[config.mk]
export PLATFORM = sky130hd
export DESIGN_NAME = mem_stage
export DESIGN_NICKNAME = d
export VERILOG_FILES = /design/src/rtl/mem_stage.sv
export SDC_FILE = /design/constraint.sdc
export NUM_CORES = 1
export LEC_CHECK = 0
export ABC_CLOCK_PERIOD_IN_PS = 2140
export BUFFER_PORTS_ARGS = -buffer_cell sky130_fd_sc_hd__buf_2
export CELL_PAD_IN_SITES_DETAIL_PLACEMENT = 1
export CELL_PAD_IN_SITES_GLOBAL_PLACEMENT = 1
export CORE_AREA = 8 8 218 220
export DETAILED_ROUTE_END_ITERATION = 8
export DIE_AREA = 0 0 226 228
export PLACE_DENSITY = 0.65
export SYNTH_ARGS = -nofsm -noshare
export SYNTH_HDL_FRONTEND = slang
export SYNTH_SLANG_ARGS = --single-unit
[constraint.sdc]
create_clock -name clk -period 2.14 [get_ports clk]
set_clock_uncertainty 0.2 [all_clocks]
set_input_delay 0.107 -clock clk [delete_from_list [all_inputs] [get_ports clk]]
set_output_delay 0.107 -clock clk [all_outputs]
set_load 0.005 [all_outputs]
[src/rtl/mem_stage.sv]
// Memory-access pipeline stage: latches the execute payload, runs at most one
// data-SRAM transaction per instruction, aligns load data and forwards results.
`timescale 1ns/1ps

module mem_stage (
    input  logic         clk,
    input  logic         rst,
    input  logic         EX_to_MEM,
    input  logic [145:0] EX_to_MEM_zip,
    input  logic [86:0]  EX_except_zip,
    output logic         MEM_allowin,
    output logic         MEM_to_WB,
    output logic [103:0] MEM_to_WB_zip,
    output logic [86:0]  MEM_except_zip,
    input  logic         WB_allowin,
    input  logic         flush,
    output logic         front_valid,
    output logic [4:0]   front_addr,
    output logic [31:0]  front_data,
    output logic         MEM_is_load,
    output logic         MEM_is_csr,
    output logic         data_sram_req,
    output logic         data_sram_wr,
    output logic [1:0]   data_sram_size,
    output logic [3:0]   data_sram_wstrb,
    output logic [31:0]  data_sram_addr,
    output logic [31:0]  data_sram_wdata,
    input  logic         data_sram_addr_ok,
    input  logic         data_sram_data_ok,
    input  logic [31:0]  data_sram_rdata,
    output logic [2:0]   dbg_state
);

    typedef enum logic [2:0] {
        S_IDLE  = 3'd0,
        S_REQ   = 3'd1,
        S_WAIT  = 3'd2,
        S_DONE  = 3'd3,
        S_DRAIN = 3'd4
    } state_t;

    state_t        state_q, state_d;
    logic          at_state_q, at_state_d;
    logic [145:0]  zip_q, zip_d;
    logic [86:0]   except_q, except_d;
    logic [31:0]   rdata_q, rdata_d;

    logic          zip_valid, ld_b, ld_bu, ld_h, ld_hu, ld_w, st_b, st_h, st_w;
    logic          mem_we, res_from_mem, gr_we, is_csr;
    logic [31:0]   pc, ir, rkd_value, compute_result;
    logic [4:0]    rf_waddr;
    logic [1:0]    off;

    assign zip_valid      = zip_q[145];
    assign pc             = zip_q[144:113];
    assign ir             = zip_q[112:81];
    assign ld_b           = zip_q[80];
    assign ld_bu          = zip_q[79];
    assign ld_h           = zip_q[78];
    assign ld_hu          = zip_q[77];
    assign ld_w           = zip_q[76];
    assign st_b           = zip_q[75];
    assign st_h           = zip_q[74];
    assign st_w           = zip_q[73];
    assign mem_we         = zip_q[72];
    assign res_from_mem   = zip_q[71];
    assign gr_we          = zip_q[70];
    assign rkd_value      = zip_q[69:38];
    assign rf_waddr       = zip_q[37:33];
    assign compute_result = zip_q[32:1];
    assign is_csr         = zip_q[0];
    assign off            = compute_result[1:0];

    logic valid, mem_op, readygo;
    logic [31:0] shifted, load_data, final_result;

    assign valid   = at_state_q & zip_valid & ~flush;
    // A misaligned access is passed to write-back as an exception, never issued.
    assign mem_op  = valid & (res_from_mem | mem_we) & ~except_q[0];
    assign readygo = valid & ((state_q == S_DONE) | ((state_q == S_REQ) & ~mem_op));

    assign MEM_to_WB   = readygo & WB_allowin;
    assign MEM_allowin = (~valid | MEM_to_WB) & (state_q != S_DRAIN);

    // SRAM handshake: req with addr/size/wstrb/wdata is held stable until the
    // cycle addr_ok is seen with req high; the response arrives later as a
    // single-cycle data_ok. Only one transaction is ever outstanding.
    assign data_sram_req   = (state_q == S_REQ) & mem_op & ~flush;
    assign data_sram_wr    = mem_we;
    assign data_sram_addr  = compute_result;

    always_comb begin
        data_sram_size = 2'd2;
        if (ld_w | st_w)
            data_sram_size = 2'd2;
        else if (ld_h | ld_hu | st_h)
            data_sram_size = 2'd1;
        else if (ld_b | ld_bu | st_b)
            data_sram_size = 2'd0;
    end

    always_comb begin
        data_sram_wstrb = 4'b0000;
        data_sram_wdata = rkd_value;
        if (st_b) begin
            data_sram_wstrb = 4'b0001 << off;
            data_sram_wdata = {4{rkd_value[7:0]}};
        end else if (st_h) begin
            data_sram_wstrb = off[1] ? 4'b1100 : 4'b0011;
            data_sram_wdata = {2{rkd_value[15:0]}};
        end else if (st_w) begin
            data_sram_wstrb = 4'b1111;
        end
    end

    assign shifted = rdata_q >> {off, 3'b000};

    always_comb begin
        load_data = rdata_q;
        if (ld_b)
            load_data = {{24{shifted[7]}}, shifted[7:0]};
        else if (ld_bu)
            load_data = {24'd0, shifted[7:0]};
        else if (ld_h)
            load_data = {{16{shifted[15]}}, shifted[15:0]};
        else if (ld_hu)
            load_data = {16'd0, shifted[15:0]};
    end

    assign final_result   = res_from_mem ? load_data : compute_result;
    assign MEM_to_WB_zip  = {valid & ~rst, pc, ir, gr_we, rf_waddr, final_result, is_csr};
    assign MEM_except_zip = except_q;

    assign front_valid = valid & gr_we & (~res_from_mem | (state_q == S_DONE));
    assign front_addr  = rf_waddr;
    assign front_data  = final_result;
    assign MEM_is_load = valid & res_from_mem & (state_q != S_DONE);
    assign MEM_is_csr  = valid & is_csr;
    assign dbg_state   = state_q;

    always_comb begin
        zip_d    = EX_to_MEM ? EX_to_MEM_zip : zip_q;
        except_d = EX_to_MEM ? EX_except_zip : except_q;
        rdata_d  = ((state_q == S_WAIT) && data_sram_data_ok && !flush) ? data_sram_rdata : rdata_q;
        if (flush)
            at_state_d = 1'b0;
        else if (EX_to_MEM)
            at_state_d = 1'b1;
        else if (MEM_to_WB)
            at_state_d = 1'b0;
        else
            at_state_d = at_state_q;
    end

    always_comb begin
        state_d = state_q;
        case (state_q)
            S_IDLE:
                if (EX_to_MEM && !flush) state_d = S_REQ;
            S_REQ:
                if (flush)
                    state_d = S_IDLE;
                else if (!mem_op) begin
                    // Non-memory work can leave straight from REQ if WB is ready.
                    if (MEM_to_WB) state_d = EX_to_MEM ? S_REQ : S_IDLE;
                    else           state_d = S_DONE;
                end else if (data_sram_req && data_sram_addr_ok)
                    state_d = S_WAIT;
            S_WAIT:
                if (data_sram_data_ok)
                    state_d = flush ? S_IDLE : S_DONE;
                else if (flush)
                    state_d = S_DRAIN;
            S_DONE:
                if (flush)
                    state_d = S_IDLE;
                else if (MEM_to_WB || !valid)
                    state_d = EX_to_MEM ? S_REQ : S_IDLE;
            S_DRAIN:
                if (data_sram_data_ok) state_d = S_IDLE;
            default:
                state_d = S_IDLE;
        endcase
    end

    always_ff @(posedge clk) begin
        if (rst) begin
            state_q    <= S_IDLE;
            at_state_q <= 1'b0;
            zip_q      <= '0;
            except_q   <= '0;
            rdata_q    <= '0;
        end else begin
            state_q    <= state_d;
            at_state_q <= at_state_d;
            zip_q      <= zip_d;
            except_q   <= except_d;
            rdata_q    <= rdata_d;
        end
    end

endmodule

* Word level (Yosys, flattened, before mapping)
Cells that the tools add are included.
** Storage, ports and cells
- Bits of input ports :: 272
- Bits in latches :: 0
- Bits in read-only memories :: 0
- Output and inout port bits :: 308
- Logic and storage cells :: 89
- Register bits after elaboration :: 269
- Memories :: 0
- Memory bits (writable) :: 0
** Cells by class
- Magnitude comparators :: 0
- Equality and inequality tests :: 11
- Reductions and logical operators :: 11
- Add/sub/neg operators :: 0
- Shift-type cells :: 2
- $mul :: 0
- Divide/modulo/power cells :: 0
- Multiplexer cells :: 29
- Bitwise logic cells :: 31
** Operators by type and width (count)
- 2-to-1 mux 32 bit :: 7
- >> shifter 32 x 5 -> 16 bit :: 1
- 2-to-1 mux 3 bit :: 9
- bitwise AND 1 bit :: 16
- 2-to-1 mux 4 bit :: 4
- one-hot mux 3 bit (5 select lines) :: 1
- 2-to-1 mux 2 bit :: 5
- bitwise OR 1 bit :: 9
- equality test 3 x 2 -> 1 bit, second input constant :: 2
- != test 3 x 2 -> 1 bit, second input constant :: 2
- != test 3 bit, second input constant :: 2
- NOT 1 bit :: 6
- AND reduction 5 bit :: 1
- logical AND 1 bit :: 4
- != test 2 bit, second input constant :: 2
- != test 4 x 3 -> 1 bit, second input constant :: 1
- left shift 1 x 2 -> 4 bit, first input constant :: 1
- equality test 3 x 1 -> 1 bit, second input constant :: 1
- equality test 3 bit, second input constant :: 1
- logical NOT 3 bit :: 1
- 2-to-1 mux 1 bit :: 3
- logical NOT 1 bit :: 2
- nonzero test 2 bit :: 1
- OR reduction 2 bit :: 1
- logical OR 1 bit :: 1

* Longest topological paths before layout
- Word-level depth :: 13
- Mapped depth :: 8
- Gate-level depth less buffers :: 5

* Worst setup path before layout
OpenSTA, ideal clock, no wires.
- Path kind :: register to output
- Start :: reg zip_q[1]
- End :: out front_data[20]
- Required time :: 1.833 ns
- Slack :: 0.096 ns
- Path buffers :: 3
- Cell stages (with the launch flop) :: 9
- Arrival time :: 1.737 ns
- Cells stage by stage :: dfxtp_1 > buf_6 > mux4_2 > nand2_1 > nand2_4 > a31oi_4 > buf_6 > a21oi_1 > buf_4
** On the way
- Word-level cells in the longest chain between the ends :: 5
** Ends and longest elaborated chain
- from (decl) :: RTL line 44 : logic [145:0] zip_q, zip_d;
- from (signal assigned) :: RTL line 196 : zip_q <= zip_d;
- >> shifter 32 x 5 -> 16 bit * :: RTL line 116 : assign shifted = rdata_q >> {off, 3'b000};
- 2-to-1 mux 32 bit :: RTL line 124 : else if (ld_h)
- 2-to-1 mux 32 bit :: RTL line 122 : else if (ld_bu)
- 2-to-1 mux 32 bit * :: RTL line 120 : if (ld_b)
- 2-to-1 mux 32 bit * :: RTL line 130 : assign final_result = res_from_mem ? load_data : compute_result;
- to (decl) :: RTL line 19 : output logic [31:0] front_data,
Mark *: on every way between the ends. The rest lies on a longest branch, timed or not.

* Worst setup path after layout
- Start :: reg zip_q[1]
- End :: out MEM_to_WB_zip[20]
** On the way
- Word-level cells in the longest chain between the ends :: 5
** Ends and longest elaborated chain
- >> shifter 32 x 5 -> 16 bit * :: RTL line 116
- 2-to-1 mux 32 bit :: RTL line 124
- 2-to-1 mux 32 bit :: RTL line 122
- 2-to-1 mux 32 bit * :: RTL line 120
- 2-to-1 mux 32 bit * :: RTL line 130
- to (decl) :: RTL line 13 : output logic [103:0] MEM_to_WB_zip,
Marks and branches as above.

==> flow_metrics.py <==
metrics = {
    "run_status": {
        "outcome": "finished with violations",
        "violations": "setup timing",
    },
    "routing": {
        "num_vias": 12398,
        "drcViolationCount": 0,
        "first_pass_iters": 5,
        "drt_iter0_drc": 465,
        "wire_per_inst_um": 21.40,
        "viasPerCell": 4.563,
        "drt-total-wl_um": 58160,
        "ant_nets": 0,
    },
    "timing": {
        "finalHoldViolCount": 0,
        "min_period_over_period_pct": 115.5,
        "clock.fmax_mhz": 404.5,
        "worst_pin_slew_ns": 0.6404,
        "min_period_ns": 2.472,
        "setup_viol": 65,
        "holdWs_ns": 0.05241,
        "setup_slack_ns": -0.3322,
        "rsz0062_at_grt": "true",
        "drv_slew": 0,
        "slew_headroom_pct": 57.31,
    },
    "synth": {
        "synth.area.top_cells": "dfxtp_1 45%, mux2i_1 21%, buf_4 9.3%",
        "syn-num-nets": 1581,
        "syn_avg_cell_area_um2": 9.151,
        "netlist.area_leader.share_pct": 44.96,
        "ys.warnings.count": 0,
        "yosysTopAreaCell": "dfxtp_1",
        "synth-edff-count": 0,
        "synth_area_mm2": 0.01198,
        "synth.distinct_cells": 49,
        "synth-seq-area-share_pct": 44.96,
        "syn-instance-count": 1309,
        "synth-seq-cells": 269,
        "synth_ff_type": "dfxtp_1",
        "synthArstFlopShare_pct": 0,
    },
    "clock_network": {
        "clk_pin_slew_ns": 0.06,
        "cts.sinks": 269,
        "clk_latency_ns": 0.54,
        "cts_buffers": 34,
        "cts.path.max_buffers": 3,
        "htree_levels": 2,
        "cts_root_buffer": "clkbuf_16",
        "cts_tree": "built",
    },
    "finish": {
        "drive_above_1_share_pct": 36.67,
        "fin_util_pct": 44.80,
        "fin_cells": 2717,
        "nNetsFinal": 2364,
        "area_growth_pct": 63.95,
    },
    "critical_path": {
        "max_stage_delay_ns": 0.53,
        "crit_path_max_fanout": 16,
        "critPathLaunchType": "flip-flop",
        "crit_arrival_ns": 2.17,
        "critPathRequiredTime_ns": 1.83,
        "cp.buffers_inverters": 2,
        "worst-setup-path-type": "reg2out",
        "end_kind": "primary output",
        "slowest_stage": "mux4_2",
        "critPathTopFamily": "multiplexers",
        "crit_chain": "mux4_2 > nand2_2 > nand2_4 > a31oi_4 > buf_12 > a21oi_1 > buf_2",
    },
    "placed_design": {
        "gp_congestion": 0.8548,
        "dp_hpwl_um": 37750,
        "io_buffers": 579,
        "post-place-ws_ns": 0.1459,
        "dp_cells": 2293,
    },
    "global_route": {
        "track_usage_pct": 21.47,
        "antenna_found_initial": 9,
        "grt_pass1_vias": 14261,
        "grt_pass1_wl_um": 86610,
        "grt-ovfl-total": 0,
        "grt_max_degree": 89,
    },
    "floorplan": {
        "io_pins": 580,
        "rows": 77,
        "die-area_mm2": 0.05153,
        "die_h_um": 228,
        "dieWidth_um": 226,
        "start_util_pct": 27.33,
        "core_mm2": 0.04384,
    },
    "power": {
        "leakage_nw": 9.644,
        "powerDensity_mw_per_mm2": 719.1,
        "ir_worst_vdd_uv": 515.5,
    },
    "flow_run": {
        "drv_cap": 0,
    },
    "worst_hold_path": {
        "hold_class": "in2reg",
    },
}
synthesized netlist by cell type (2+ instances only):
cell / number
nor2_1: 281
dfxtp_1: 269
mux2i_1: 246
buf_4: 149
nand2_1: 92
a21oi_1: 67
clkbuf_1: 48
buf_2: 29
o21ai_0: 17
mux2_2: 15
a22oi_1: 14
inv_1: 9
nand2b_1: 8
o22a_1: 8
a22o_1: 7
nor3_1: 6
buf_1: 5
a21o_1: 4
nor2b_1: 3
buf_6: 2
nand3b_1: 2
path summary, 6_finish.rpt:
| path | from | to | slack [ns] | depth (start not counted) |
|---|---|---|---|---|
| min reg2reg | rdata_q[2] | rdata_q[2] | 0.28 | 2 |
| max reg2reg | zip_q[111] | zip_q[111] | 0.07 | 4 |
| min | EX_to_MEM | zip_q[114] | 0.05 | 4 |
| max | zip_q[1] | MEM_to_WB_zip[20] | -0.33 | 7 |
stage by stage:
step	setup TNS [ns]	total power [mW]	cell area [um2]
2_1_floorplan	0	6.615	11980
3_3_place_gp	0	7.338	14620
3_5_place_dp	0	7.389	14620
4_1_cts	-17.20	14.09	19400
5_1_grt	-22.03	14.67	19640
6_report	-16.94	14.12	19640
layout by cell type (no fill, tap or decap), types with 8 or more instances in the layout:
cell type	instances
a21oi_1	50
a21oi_2	17
a22oi_2	10
buf_12	10
buf_2	576
buf_4	47
buf_6	10
clkbuf_16	35
clkbuf_8	11
dfxtp_1	261
diode_2	9
dlygate4sd3_1	333
inv_1	9
mux2_2	8
mux2i_1	245
nand2_1	90
nand2b_1	8
nor2_1	277
o21ai_0	17
o22a_1	8
area by class of cell:
type	instances	area (um2)
Fill cell	5124	24200
Timing Repair Buffer	980	6940
Sequential cell	269	5403
Multi-Input combinational cell	798	5316
Clock buffer	50	1032
Tap cell	592	740.7
Clock inverter	10	151.4
Inverter	9	33.78
Antenna cell	9	22.52
flip-flops by register name (all words and copies together) (netlist names):
register        flops
MEM_except_zip     87
at_state_q          1
dbg_state           3
rdata_q            32
zip_q             146
timing repair:
| item | in CTS | in global routing |
|---|---|---|
| hold buffers | 333 | 0 |
| buffers inserted | 10 | 11 |
| hold endpoints to repair | 269 | 0 |
| resized for setup | 50 | 36 |
| pin swaps | 25 | 22 |
| gates cloned | 1 | 0 |
| setup endpoints to repair | 68 | 78 |
worst min-delay path, cell delays in order:
cell and delay (ns):
buf_8 0.17, buf_4 0.25, mux2i_1 0.14, nor2_1 0.07
power by group:
| group | switching [mW] | internal (mW) | total (mW) |
|---|---|---|---|
| clock | 2.39 | 3.73 | 6.12 |
| combinational | 1.17 | 1.35 | 2.52 |
| sequential | 0.198 | 5.28 | 5.48 |
cell families (layout without fill, tap and decap cells):
kind of cell	after synthesis	in the layout	share of synthesized area, %
AND/OR/NAND/NOR	404	404	13.38
flip-flops	269	269	44.96
multiplexers	262	262	22.15
buffers and inverters	242	1049	12.68
AO/OA/AOI/OAI	132	132	6.831
other	0	9	0
metal layers:
metal | vias up | wire, um | global-route usage, %
met3 | 129 | 3858 | 5.722
li1 | 5796 | - | -
met2 | 474 | 30960 | 40.71
met4 | 0 | 2570 | 10.26
met5 | - | 0 | 0
met1 | 5999 | 20770 | 21.21
Power figures use the tool's default switching activity.
